--- config.mk ---
export PLATFORM = sky130hd
export DESIGN_NAME = rep_string_sequencer
export DESIGN_NICKNAME = d
export VERILOG_FILES = /design/src/rtl/rep_seq_pkg.sv /design/src/rtl/rep_stride_adder.sv /design/src/rtl/rep_string_sequencer.sv
export SDC_FILE = /design/constraint.sdc
export NUM_CORES = 1
export LEC_CHECK = 0
export BUFFER_PORTS_ARGS = -buffer_cell sky130_fd_sc_hd__buf_2
export CORE_MARGIN = 2
export CORE_UTILIZATION = 30
export CTS_CLUSTER_DIAMETER = 30
export DETAILED_ROUTE_END_ITERATION = 12
export PLACE_DENSITY_LB_ADDON = 0.15
export SETUP_SLACK_MARGIN = 0.3
export SYNTH_ARGS = -nofsm -noshare
export SYNTH_HDL_FRONTEND = slang
export SYNTH_SLANG_ARGS = --single-unit
--- constraint.sdc ---
create_clock -name clk -period 3.8 [get_ports clk]
set_input_delay 0.38 -clock clk [delete_from_list [all_inputs] [get_ports clk]]
set_output_delay 0.38 -clock clk [all_outputs]
set_load 0.01 [all_outputs]
--- src/rtl/rep_seq_pkg.sv ---
// rep_seq_pkg: shared encodings and stride constants for the REP string sequencer
package rep_seq_pkg;
  typedef enum logic [1:0] {REP_NONE = 2'd0, REP_E = 2'd1, REP_NE = 2'd2} rep_mode_t;
  typedef enum logic [1:0] {ST_IDLE, ST_ISSUE, ST_WAIT_ZF, ST_FIN} state_t;
  localparam logic [2:0] STRIDE_B = 3'd1;
  localparam logic [2:0] STRIDE_W = 3'd2;
  localparam logic [2:0] STRIDE_D = 3'd4;
  function automatic logic [2:0] stride_of(logic [1:0] opsize);
    return opsize == 2'd0 ? STRIDE_B : opsize == 2'd1 ? STRIDE_W : STRIDE_D;
  endfunction
endpackage

--- src/rtl/rep_stride_adder.sv ---
// rep_stride_adder: advances a string pointer by +/-1/2/4 bytes, modulo 2^AW
module rep_stride_adder
  import rep_seq_pkg::*;
#(
  parameter int AW = 32
) (
  input  logic [AW-1:0] ptr,
  input  logic [1:0]    opsize,
  input  logic          df,
  output logic [AW-1:0] next
);
  logic [AW-1:0] mag;
  assign mag  = AW'(stride_of(opsize));
  assign next = df ? ptr - mag : ptr + mag;
endmodule

--- src/rtl/rep_string_sequencer.sv ---
// rep_string_sequencer: expands REP/REPE/REPNE string instructions into per-iteration micro-ops
module rep_string_sequencer
  import rep_seq_pkg::*;
#(
  parameter int AW = 32
) (
  input  logic          clk,
  input  logic          reset,
  input  logic          flush,
  input  logic          in_valid,
  output logic          in_ready,
  input  logic [1:0]    in_rep_mode,
  input  logic          in_is_cmp,
  input  logic [1:0]    in_opsize,
  input  logic          in_df,
  input  logic [AW-1:0] in_ecx,
  input  logic [AW-1:0] in_esi,
  input  logic [AW-1:0] in_edi,
  output logic          uop_valid,
  input  logic          uop_ready,
  output logic [AW-1:0] uop_esi,
  output logic [AW-1:0] uop_edi,
  output logic [AW-1:0] uop_ecx,
  output logic          uop_last,
  output logic          uop_skip,
  input  logic          zf_valid,
  input  logic          zf,
  output logic          done,
  output logic [AW-1:0] done_ecx,
  output logic [AW-1:0] done_esi,
  output logic [AW-1:0] done_edi,
  output logic          busy
);
  state_t        state;
  rep_mode_t     mode;
  logic          is_cmp, df, rep, skip, term;
  logic [1:0]    opsize;
  logic [AW-1:0] ecx, esi, edi, ecx_dec, esi_nx, edi_nx;

  rep_stride_adder #(.AW(AW)) u_esi_add (.ptr(esi), .opsize(opsize), .df(df), .next(esi_nx));
  rep_stride_adder #(.AW(AW)) u_edi_add (.ptr(edi), .opsize(opsize), .df(df), .next(edi_nx));

  assign rep       = mode != REP_NONE;
  assign skip      = rep && ecx == '0;
  assign ecx_dec   = ecx - 1'b1;
  // ecx has already been decremented by the compare iteration being resolved
  assign term      = (mode == REP_E && !zf) || (mode == REP_NE && zf) || ecx == '0;
  assign in_ready  = state == ST_IDLE;
  assign busy      = state != ST_IDLE;
  assign uop_valid = state == ST_ISSUE;
  assign done      = state == ST_FIN;
  assign uop_esi   = esi;
  assign uop_edi   = edi;
  assign uop_ecx   = (rep && !skip) ? ecx_dec : ecx;
  assign uop_skip  = skip;
  assign uop_last  = !rep || uop_ecx == '0;
  assign done_ecx  = ecx;
  assign done_esi  = esi;
  assign done_edi  = edi;

  always_ff @(posedge clk) begin
    if (reset || flush) begin
      state  <= ST_IDLE;
      mode   <= REP_NONE;
      is_cmp <= 1'b0;
      opsize <= 2'd0;
      df     <= 1'b0;
      ecx    <= '0;
      esi    <= '0;
      edi    <= '0;
    end else begin
      case (state)
        ST_IDLE: if (in_valid) begin
          state  <= ST_ISSUE;
          mode   <= in_rep_mode == 2'b10 ? REP_NE : in_rep_mode == 2'b00 ? REP_NONE : REP_E;
          is_cmp <= in_is_cmp;
          opsize <= in_opsize;
          df     <= in_df;
          ecx    <= in_ecx;
          esi    <= in_esi;
          edi    <= in_edi;
        end
        ST_ISSUE: if (uop_ready) begin
          if (!skip) begin
            esi <= esi_nx;
            edi <= edi_nx;
          end
          if (rep && !skip) ecx <= ecx_dec;
          state <= (!rep || skip) ? ST_FIN : is_cmp ? ST_WAIT_ZF : ecx_dec == '0 ? ST_FIN : ST_ISSUE;
        end
        ST_WAIT_ZF: if (zf_valid) state <= term ? ST_FIN : ST_ISSUE;
        ST_FIN: state <= ST_IDLE;
      endcase
    end
  end
endmodule

-- Word level (Yosys, flattened, before mapping)
Cells that the tools add are included.
- reductions and logical operators: 25
- add/sub/neg operators: 5
- equal/unequal tests: 11
- multiplexer cells: 26
- operators with widths (cell ; number):
    $mux W32 ; 11
    $pmux W32 S2 ; 3
    $logic_not A32 Y1 ; 3
    $add A32 B3 Y32 ; 2
    $sub A32 B3 Y32 ; 2
    $sub A32 B1 Y32 const B ; 1
    $mux W2 ; 8
    $eq A2 B2 Y1 const B ; 4
    $pmux W2 S4 ; 1
    $eq A2 B1 Y1 const B ; 3
    $logic_not A2 Y1 ; 3
    $mux W3 ; 2
    $ne A2 B2 Y1 const B ; 3
    $reduce_and A3 Y1 ; 2
    $reduce_bool A2 Y1 ; 3
    $logic_or A1 B1 Y1 ; 5
    $logic_and A1 B1 Y1 ; 4
    $reduce_and A4 Y1 ; 1
    $logic_not A1 Y1 ; 3
    $ne A2 B1 Y1 const B ; 1
    $reduce_and A2 Y1 ; 1
    $mux W1 ; 1
- bits of input ports: 109
- register bits after elaboration: 104
- output and inout port bits: 198
- logic and storage cells: 75

-- Logic depth before layout (Yosys ltp)
Gate-level depths: netlist of run 1.
- depth after elaboration: 8
- mapped depth: 14
- depth with buffers taken out: 14

-- Cells and area by module
A second synthesis of run 1 with hierarchy kept.
- cells, all modules: 1434
- area total of the unflattened synthesis: 10298.6 um^2
- by module, submodules not included (module ; instances ; area each (um^2) ; sequential area each (um^2) ; cells each):
    rep_string_sequencer ; 1 ; 6542.5 ; 2082.0 ; 919
    rep_stride_adder (u_edi_add) ; 1 ; 2053.2 ; 0.0 ; 279
    rep_stride_adder (u_esi_add) ; 1 ; 1702.9 ; 0.0 ; 236

-- Least setup slack after synthesis of run 1
Ideal clock, no wire load.
- path kind: reg-to-reg
- start point: register df
- end point: register esi[24] (netlist: done_esi[24])
- required time: 3.730 ns
- path buffers: 0
- setup slack: -0.364 ns
- setup time: 0.070 ns
- clock period less this slack: 4.164 ns
- data arrival time: 4.094 ns
- stages on the path, launching flop included: 13
- cells stage by stage: dfxtp_1 > inv_1 > nor2_1 > ha_1 > nor2b_1 > o31a_1 > o311ai_0 > a21oi_1 > nor2_1 > o31ai_1 > or2_2 > o311a_1 > a21oi_1
- longest elaborated chain between the ends: 4
- RTL lines (item ; line ; RTL):
    start: declaration ; rep_string_sequencer.sv:36 ; logic is_cmp, df, rep, skip, term;
    start signal: assignment ; rep_string_sequencer.sv:78 ; df <= in_df;
    $mux W32 ; rep_stride_adder.sv:14 ; assign next = df ? ptr - mag : ptr + mag;
    $mux W32 ; rep_string_sequencer.sv:84 ; if (!skip) begin
    $mux W32 ; rep_string_sequencer.sv:83 ; ST_ISSUE: if (uop_ready) begin
    $pmux W32 S2 ; rep_string_sequencer.sv:72 ; case (state)
    end signal: assignment ; rep_string_sequencer.sv:80 ; esi <= in_esi;
    end signal: assignment ; rep_string_sequencer.sv:85 ; esi <= esi_nx;
    end: declaration ; rep_string_sequencer.sv:38 ; logic [AW-1:0] ecx, esi, edi, ecx_dec, esi_nx, edi_nx;
No other way between the ends. The select of a mux whose other input is x is not followed.
A chain may end at the register's enable or synchronous reset.

-- Worst setup path in the final report of run 1
- start point: register ecx[9] (netlist: done_ecx[9])
- end point: output port uop_last
- longest elaborated chain between the ends: 7
- elaborated cells between the ends (all ways): 8
- those cells by class: 1 x add/sub; 1 x mux; 6 x reduce/logical
- RTL lines (item ; line ; RTL):
    start: declaration ; rep_string_sequencer.sv:38 ;
    start signal: assignment ; rep_string_sequencer.sv:79 ; ecx <= in_ecx;
    branches (longest 4 deep; another with $sub A32 B1 Y32) ; - ;
    $mux W32 (*) ; - ;
    $logic_not A32 Y1 (*) ; rep_string_sequencer.sv:56 ; assign uop_last = !rep || uop_ecx == '0;
    $logic_or A1 B1 Y1 (*) ; rep_string_sequencer.sv:56 ;
    end: declaration ; rep_string_sequencer.sv:24 ; output logic uop_last,
Every way passes the cells marked *.

==> results.ini, run 1 <==
[drt]
wl_mm=33.8
drtAntennaViolNets=0
drt_iter0_drc=500
routed_via_density=5.34
drt_pass1_iterations=5
via_count=9951
drcViolationCount=0
post_drt_wl_per_cell_um=18.1

[yosys]
ys_types=72
post-synth-top-area-cell=dfxtp_1
synth_nets=1400
synth-edff-count=0
ys_seq_area_share_pct=22.9
yosysWarnings=0
syn_inst=1225
ys.flop_type=dfxtp_1
synth_top_cell_area_share_pct=22.9
netlist_area_um2=9100
synth_seq_cells=104
avgSynthCellArea_um2=7.43
synth_area_leaders=dfxtp_1, ha_1, a21oi_1
synth-async-reset-ratio_pct=0

[worst_setup_path]
cpMostUsedCell=or4_4
critical-path-slowest-cell=or4_4
critical_path_buf_inv_count=1
worst-r2r-cell-count=12
cp_max_fo=5
cp_cell_sequence=or4_4 > nor4_4 > nand3_2 > or3_4 > nor2_4 > xor2_2 > or4_4 > or4_4 > o31ai_4 > buf_2
r2r-start=df
rr_endpoint=done_esi[31]
rrSetupSlack_ns=0.60
cp_slowest_stage_delay_ns=0.57
critPathArrivalTime_ns=3.55
critPathLaunchType=flip-flop
path_class=reg -> out
cp-end-kind=output pin
critPathRequiredTime_ns=3.42
critical-path-top-delay-family=simple AND/OR/NAND/NOR gates
startpoint=done_ecx[9]

[timing]
finalHoldViolations=0
whs_ns=0.272
fin_crit_sh_pct=103
slew_headroom_pct=39.7
tightest_slew_ns=0.904
setup_viol_count_final=1
setup_slack_ns=-0.131
post-route-min-period_ns=3.93
grt_setup_unrepaired=yes
final.setup_skew_ns=0.00967
final_max_slew_viol_count=0
fmax_mhz=254

[clock_tree]
cts_tree=built
cts_hold_buf=0
insertion_delay_ns=0.35
h-tree-depth=3
cts_buffer_depth=2
clockRootBuffer=clkbuf_16
cts.sinks=104
cts_buffers=9
clk_pin_slew_worst_paths_ns=0.08

[die]
fp.dieW_um=178
initial_utilization_pct=30.6
rows=63
die_h_um=178
io_pins=307
dieArea_um2=31700
core_area_um2=29700

[placement]
gp_congestion=0.890
dpl.cell_count=1842
portBuffers=306
hpwl_mm=25.6

[layout]
nFillCells=3202
area_growth_pct=25.0
fin_cells=1865
drive_gt1_share_pct=30.1
post-route-util_pct=38.3
fin_nets=1644

[pwr]
max-vdd-ir-drop_mv=0.239
p_per_area_nw_per_um2=286
total_power_mw=3.25
p_leak_nw=5.56

[hold_path]
hold_depth=3
min_path_type=in -> reg
worst_hold_startpoint=in_opsize[0]
hold-path-endpoint=opsize[0]

[grt]
globalRouteTotalUtil_pct=20.6
grt_pass1_vias=9365
grt_max_degree=69
grt_pass1_wl_mm=51.5
grt_overflow=0
antenna_found_initial=1

[flow_run]
drv_cap=0

[outcome]
violations=setup timing
outcome=finished with violations

[registers in the layout, indices dropped and copies added (netlist names)]
signal    count
done_ecx     32
done_edi     32
done_esi     32
mode          2
opsize        2
state         2
df            1
is_cmp        1
[through the flow]
stage               TNS, ns  setup slack (ns)  cell area (um^2)
floorplan                 0             0.284              9160
global placement          0             0.153             10900
detailed placement        0            0.0619             10900
CTS                  -0.179            -0.179             11200
global route         -0.244            -0.244             11400
finish               -0.131            -0.131             11400
[how the worst max path moves through the flow]
stage / to / slack (ns) / cells past startpoint
floorplan: uop_last / 0.28 / 10
global placement: uop_last / 0.15 / 13
detailed placement: uop_last / 0.06 / 13
CTS: uop_last / -0.18 / 10
global route: uop_last / -0.24 / 10
finish: uop_last / -0.13 / 10
[tightest hold or removal path: stages]
cell,delay [ns]
buf_2,0.09
a21oi_1,0.05
nor2_1,0.07
[cell usage after synthesis, types with 7 or more instances]
library cell  instances
a211oi_1             30
a21o_1               29
a21oi_1             135
a311oi_1             21
a31oi_1              13
and2_1               13
and3_1               13
buf_4                65
clkbuf_1             57
dfxtp_1             104
ha_1                 64
inv_1                22
mux2i_1               7
nand2_1             134
nand2b_1             16
nand3_1              20
nand4_1              11
nor2_1              111
nor2b_1               7
nor3_1               37
nor4_1               16
o211ai_1              8
o21a_1               13
o21ai_0              65
o221ai_1             28
o22ai_1               8
o31ai_1               9
or3_1                11
xnor2_1              36
xor2_1               34
[metal layers]
metal	track usage, %	vias to the layer above	wire (um)
li1	-	4934	-
met1	28.0	4659	15700
met3	2.37	42	1760
met5	0	-	0
met2	33.9	316	15400
met4	6.80	0	943
[what timing repair did]
action,CTS,global route
hold endpoints to repair,0,0
buffers inserted,2,4
gates resized for setup,11,28
endpoints found under the setup margin,3,11
pin swaps,2,14
gates cloned,0,0
[where the power goes]
group          internal (mW)  leakage (nW)  switching (mW)
sequential              1.14         0.852          0.0620
clock                  0.535         0.147           0.472
combinational          0.424          4.56           0.616
total                   2.10          5.56            1.15
[cell type report]
class                   instances  area, um^2  share of cell area (%)
flip-flops and latches        104        2090                    18.4
clock buffers                  12         246                    2.17
inverters                      23        88.8                   0.781
well taps                     390         488                    4.29
multi-input cells             966        6400                    56.3
repair buffers                365        2000                    17.6
clock inverters                 4        52.6                   0.462
diodes                          1        2.50                  0.0220
[cell families after synthesis]
group	Yosys count	share of synthesized area, %
AOI/OAI and AO/OA	394	27.9
xor gates and xnor gates	71	6.92
adders and majority gates	66	9.24
buffers and inverters	155	9.28
DFF	104	22.9
muxes	9	1.06
and+or+nand+nor	426	22.7
[placed cells by master, fill, tap and decap left out, types with 11 or more instances in the layout]
cell type and n:
and2_1 13, nand2_1 131, nand2b_1 15, o21a_1 13
nor4_1 12, a311oi_1 21, and3_1 13, o21ai_0 62
xnor2_1 35, dfxtp_1 99, ha_1 63, a21o_1 29
buf_2 306, nand4_1 11, buf_4 56, xor2_1 33
nor3_1 35, inv_1 20, a211oi_1 29, a21oi_1 132
a31oi_1 13, nor2_1 106, nand3_1 18, o221ai_1 28
(Power assumes the default switching activity.)
==> run 2: changes to the inputs <==
--- a/config.mk
+++ b/config.mk
@@ -14,4 +14,5 @@
 export SETUP_SLACK_MARGIN = 0.3
 export SYNTH_ARGS = -nofsm -noshare
 export SYNTH_HDL_FRONTEND = slang
+export SYNTH_HIERARCHICAL = 1
 export SYNTH_SLANG_ARGS = --single-unit
==> results.ini, run 2 <==
[outcome]
outcome=completed

[grt]
grt_max_degree=97  ; +41%
antenna_found_initial=6  ; +5
grt_pass1_vias=10547  ; +13%
globalRouteTotalUtil_pct=21.4  ; +0.82 points
grt_pass1_wl_mm=60.5  ; +17%
grt_overflow=0  ; unchanged

[drt]
wl_mm=39.5  ; +17%
via_count=11184  ; +12%
routed_via_density=5.25  ; -1.5%
drcViolationCount=0  ; unchanged
drt_pass1_iterations=5  ; unchanged
post_drt_wl_per_cell_um=18.6  ; +2.5%
drtAntennaViolNets=0  ; unchanged
drt_iter0_drc=767  ; +53%

[placement]
placed_cell_area_um2=12000  ; +11%
gp_congestion=0.933  ; +4.9%
portBuffers=306  ; unchanged
hpwl_mm=30.4  ; +19%

[timing]
final.setup_skew_ns=0.0126  ; +0.00291 ns
slew_headroom_pct=35.2  ; -4.5 points
fin_crit_sh_pct=98.2  ; -5.3 points
fmax_mhz=268  ; +5.4%
tns_ns=0  ; +0.131 ns
tightest_slew_ns=0.972  ; +0.0678 ns
final_max_slew_viol_count=0  ; unchanged
setup_viol_count_final=0  ; -1
finalHoldViolations=0  ; unchanged
post-route-min-period_ns=3.73  ; -0.201 ns
grt_setup_unrepaired=yes

[yosys]
synth_compound_area_share_pct=27.1  ; -0.82 points
synth_top_family_by_area=compound AO/OA/AOI/OAI gates
ys.flop_type=dfxtp_1
yosys.area_share.adder_pct=8.29  ; -0.96 points
ys_seq_area_share_pct=20.2  ; -2.7 points
synth_top_cell_area_share_pct=20.2  ; -2.7 points
post-synth-top-area-cell=dfxtp_1
synth_common_cells=nand2_1, nor2_1, dfxtp_1
ys_types=93  ; +29%
syn_inst=1434  ; +17%
avgSynthCellArea_um2=7.18  ; -3.3%
synth-async-reset-ratio_pct=0  ; unchanged
yosysWarnings=6  ; +6
synth_seq_cells=104  ; unchanged
netlist_area_um2=10300  ; +13%
synth_xor_xnor_area_share_pct=7.31  ; +0.40 points
synth_area_leaders=dfxtp_1, nand2_1, ha_1
synth.most_common_cell=nand2_1
synth_nets=1610  ; +15%
synthSimpleGateAreaFrac_pct=26.1  ; +3.4 points
synth.area.mux_share_pct=0.595  ; -0.46 points
synth-edff-count=0  ; unchanged

[layout]
nFillCells=3707  ; +16%
fin_nets=1850  ; +13%
drive_gt1_share_pct=29.1  ; -1.1 points
layout_commonest_cell=buf_2
area_growth_pct=23.0
final_cell_mix=buf_2, nand2_1, nor2_1
fin_area_um2=12700  ; +11%

[worst_setup_path]
cp-end-kind=output pin
cp_max_fo=5  ; unchanged
cp_slowest_stage_delay_ns=0.59  ; +0.02 ns
critPathLaunchType=flip-flop
critPathArrivalTime_ns=3.35  ; -0.20 ns
critical_path_buf_inv_count=1  ; unchanged
cp_cell_sequence=or4_4 > or4_4 > a211oi_2 > a31oi_1 > or4_4 > nor4_4 > a41o_1 > buf_2
path_class=reg -> out
critical-path-slowest-cell=or4_4
cpMostUsedCell=or4_4
critical-path-top-delay-family=simple AND/OR/NAND/NOR gates
critPathRequiredTime_ns=3.42  ; about the same

[clock_tree]
cts_buffers=9  ; unchanged
insertion_delay_ns=0.38  ; +0.03 ns
clk_pin_slew_worst_paths_ns=0.08  ; about the same
h-tree-depth=3  ; unchanged
clockRootBuffer=clkbuf_16
cts.sinks=104  ; unchanged
cts_tree=built
cts_hold_buf=0  ; unchanged
cts_buffer_depth=2  ; unchanged

[pwr]
p_leak_nw=6.04  ; +8.7%
max-vdd-ir-drop_mv=0.249  ; +4.1%
p_per_area_nw_per_um2=281  ; -1.8%

[die]
initial_utilization_pct=30.6  ; -0.058 points
io_pins=307  ; unchanged
rows=67  ; +6.3%
fp.dieW_um=189  ; +6.2%
die_h_um=189  ; +6.2%
core_area_um2=33700  ; +13%
dieArea_um2=35800  ; +13%

[hold_path]
min_path_type=in -> reg

[flow_run]
drv_cap=0  ; unchanged

-- run 2: logic make-up (layout without fill, tap and decap cells) --
kind of cell	after synthesis	after routing
flip-flops	104	104
AO/OA/AOI/OAI	383	383
AND/OR/NAND/NOR	583	583
other	0	2
adder cells (fa/ha/maj)	67	67
XOR/XNOR	86	86
buffers and inverters	205	450
multiplexers	6	6
-- run 2: area by class of cell --
class | instances | area [um^2] | share of cell area [%]
diodes | 2 | 5.00 | 0.0395
clock buffers | 13 | 250 | 1.98
multi-input cells | 1125 | 7350 | 58.1
inverters | 46 | 178 | 1.40
well taps | 448 | 561 | 4.43
repair buffers | 388 | 2160 | 17.0
clock inverters | 3 | 65.1 | 0.514
flip-flops and latches | 104 | 2090 | 16.5
-- run 2: repair_timing --
item                       CTS  global route
setup buffers                6             8
resized for setup           23            25
pin swaps                   11            15
setup endpoints to repair    1             2
-- run 2: layer usage --
layer / part of all wire (%) / wire (um) / up-vias / track usage (%)
li1: - / - / 5586 / -
met1: 46 / 18400 / 5166 / 29.1
met4: 2.3 / 902 / 8 / 6.56
met5: 0.15 / 58 / - / 0
met2: 44 / 17600 / 373 / 33.7
met3: 6.6 / 2620 / 51 / 4.80
-- run 2: tightest hold or removal path, delay by kind of cell --
| family | cells | cell delay [ns] |
|---|---|---|
| compound gates | 1 | 0.05 |
| buf+inv | 1 | 0.09 |
| simple gates | 1 | 0.04 |
-- run 2: metrics by stage --
step	cells	setup WS [ns]	hold slack [ns]	utilization (%)	power [mW]
after global placement	2097	0.174	0.476	35.7	2.42
after detailed placement	2097	0.175	0.486	35.7	2.42
after global routing	2128	-0.0360	0.229	37.6	3.76
after CTS	2119	0.0692	0.218	37.1	3.55
after floorplan	1434	0.328	0.450	-	2.00
final	2129	0.0700	0.235	37.6	3.55
-- run 2: worst paths after layout --
path / start / end / slack (ns) / cells after the start
worst min-delay path: in_opsize[1] / opsize[1] / 0.24 / 3
worst min register to register: is_cmp / is_cmp / 0.50 / 2
worst max register to register: opsize[1] / done_esi[20] / 0.55 / 12
worst max-delay path: done_ecx[7] / uop_last / 0.07 / 8
-- run 2: report_power, final --
part           internal, mW  leakage [nW]  switching [mW]  total (mW)
Combinational         0.502          5.04           0.771        1.27
Sequential             1.14         0.851          0.0626        1.20
Clock                 0.597         0.154           0.477        1.07
==> run 3: changes to the inputs <==
--- a/config.mk
+++ b/config.mk
@@ -6,6 +6,7 @@
 export NUM_CORES = 1
 export LEC_CHECK = 0
 export BUFFER_PORTS_ARGS = -buffer_cell sky130_fd_sc_hd__buf_2
+export CORE_ASPECT_RATIO = 1.1
 export CORE_MARGIN = 2
 export CORE_UTILIZATION = 30
 export CTS_CLUSTER_DIAMETER = 30
==> results.ini, run 3 (synthesis results as in run 2) <==
[outcome]
outcome=completed

[drt]
drt_pass1_iterations=7  ; +2
routed_via_density=5.39  ; +2.5%
post_drt_wl_per_cell_um=18.7  ; +0.63%
drcViolationCount=0  ; unchanged
wl_met1_mm=17.3  ; -6.0%
via_count=11354  ; +1.5%
wl_met2_mm=18.6  ; +5.9%
wl_met3_mm=2.36  ; -9.8%
drt_iter0_drc=802  ; +4.6%
wl_mm=39.4  ; -0.36%
drtAntennaViolNets=0  ; unchanged
routed.top_layer=met5

[grt]
globalRouteTotalUtil_pct=21.0  ; -0.46 points
grt_pass1_wl_mm=60.0  ; -0.79%
grt_overflow=0  ; unchanged
grt_pass1_vias=10793  ; +2.3%
grt_max_degree=69  ; -29%
antenna_found_initial=4  ; -2

[timing]
tightest_slew_ns=1.15  ; +0.179 ns
post-route-min-period_ns=3.77  ; +0.0443 ns
grt_setup_unrepaired=yes
finalHoldViolations=0  ; unchanged
fmax_mhz=265  ; -1.2%
setup_viol_count_final=0  ; unchanged
fin_crit_sh_pct=99.3  ; +1.2 points
slew_headroom_pct=23.3  ; -12 points
final.setup_skew_ns=0.0144  ; +0.00180 ns
final_max_slew_viol_count=0  ; unchanged

[pwr]
p_per_area_nw_per_um2=280  ; about the same
max-vdd-ir-drop_mv=0.204  ; -18%
p_leak_nw=6.00  ; -0.67%

[worst_setup_path]
critPathRequiredTime_ns=3.42  ; about the same
path_class=reg -> out
critical-path-slowest-cell=or4_4
cpMostUsedCell=or4_4
cp_max_fo=6  ; +1
cp-end-kind=output pin
critPathLaunchType=flip-flop
critical_path_buf_inv_count=1  ; unchanged
critPathArrivalTime_ns=3.39  ; +0.04 ns
cp_cell_sequence=or4_4 > or4_4 > o211ai_1 > o211ai_1 > or4_4 > nor4_4 > a41o_1 > buf_2
critical-path-top-delay-family=simple AND/OR/NAND/NOR gates
cp_slowest_stage_delay_ns=0.63  ; +0.04 ns

[placement]
gp_congestion=0.950  ; +1.9%
portBuffers=306  ; unchanged
hpwl_mm=30.3  ; -0.66%
placed_cell_area_um2=12000  ; -0.69%

[clock_tree]
h-tree-depth=3  ; unchanged
cts_buffers=9  ; unchanged
cts_tree=built
cts_buffer_depth=2  ; unchanged
clk_pin_slew_worst_paths_ns=0.07  ; about the same
cts.sinks=104  ; unchanged
clockRootBuffer=clkbuf_16
insertion_delay_ns=0.37  ; about the same

[flow_run]
drv_cap=0  ; unchanged

[die]
rows=71  ; +6.0%
die_h_um=198  ; +4.8%
io_pins=307  ; unchanged
core_area_um2=34000  ; +0.96%
fp.dieW_um=181  ; -4.6%
initial_utilization_pct=30.3  ; -0.29 points
dieArea_um2=35800  ; about the same

[layout]
area_growth_pct=22.4
post-route-util_pct=37.1  ; -0.52 points
fin_nets=1840  ; -0.54%
nFillCells=3769  ; +1.7%
layout_commonest_cell=buf_2
final_cell_mix=buf_2, nand2_1, nor2_1
drive_gt1_share_pct=28.9  ; -0.17 points
fin_area_um2=12600  ; -0.44%

[hold_path]
min_path_type=in -> reg

## run 3: final timing paths
kind	from	endpoint	slack, ns	cells past startpoint
setup / recovery	done_ecx[6]	uop_last	0.03	8
hold / removal	in_is_cmp	is_cmp	0.26	3
setup reg to reg	opsize[1]	done_edi[20]	0.52	11
hold reg to reg	is_cmp	is_cmp	0.50	2
## run 3: cell type report
class                   count  area, um^2  area share, %
multi-input cells        1126        7380           58.6
flip-flops and latches    104        2100           16.6
repair buffers            377        2080           16.5
well taps                 438         548           4.35
clock buffers              10         229           1.82
inverters                  46         180           1.43
clock inverters             5        81.3          0.645
diodes                      2        5.00         0.0397
## run 3: repair_timing
action,4_1_cts,5_1_grt
hold buffers,0,0
resized for setup,44,8
buffers inserted,12,2
endpoints found under the setup margin,1,2
pin swaps,16,12
gates cloned,0,1
## run 3: per-stage QoR
| stage | instances | TNS [ns] | hold WS [ns] | total power [mW] | setup WS [ns] |
|---|---|---|---|---|---|
| final | 2108 | 0 | 0.261 | 3.54 | 0.0257 |
| after global routing | 2106 | -0.0319 | 0.262 | 3.73 | -0.0319 |
| after CTS | 2103 | 0 | 0.246 | 3.55 | 0.126 |
| after detailed placement | 2076 | 0 | 0.486 | 2.41 | 0.0360 |
| after global placement | 2076 | 0 | 0.475 | 2.42 | 0.0742 |
| after floorplan | 1434 | 0 | 0.450 | 2.00 | 0.328 |
## run 3: per-layer routing
layer	GRT usage (%)	up-vias
met4	7.50	2
met3	3.88	63
met2	35.5	412
li1	-	5568
met5	0	-
met1	26.6	5309
## run 3: power by group
part | total (mW) | switching [mW] | internal [mW]
Clock | 1.05 | 0.473 | 0.577
Combinational | 1.28 | 0.774 | 0.501
Sequential | 1.21 | 0.0679 | 1.14
## run 3: worst reg2reg max path, stage by stage, from the launching register on
cell and delay [ns]:
dfxtp_1 0.51, nor2_1 0.12, ha_1 0.22, fa_1 0.42, and2b_2 0.28, o211ai_1 0.11, a211o_1 0.35, a31oi_2 0.30
a2111oi_0 0.18, a311oi_1 0.32, nand2_1 0.11, a311oi_1 0.28
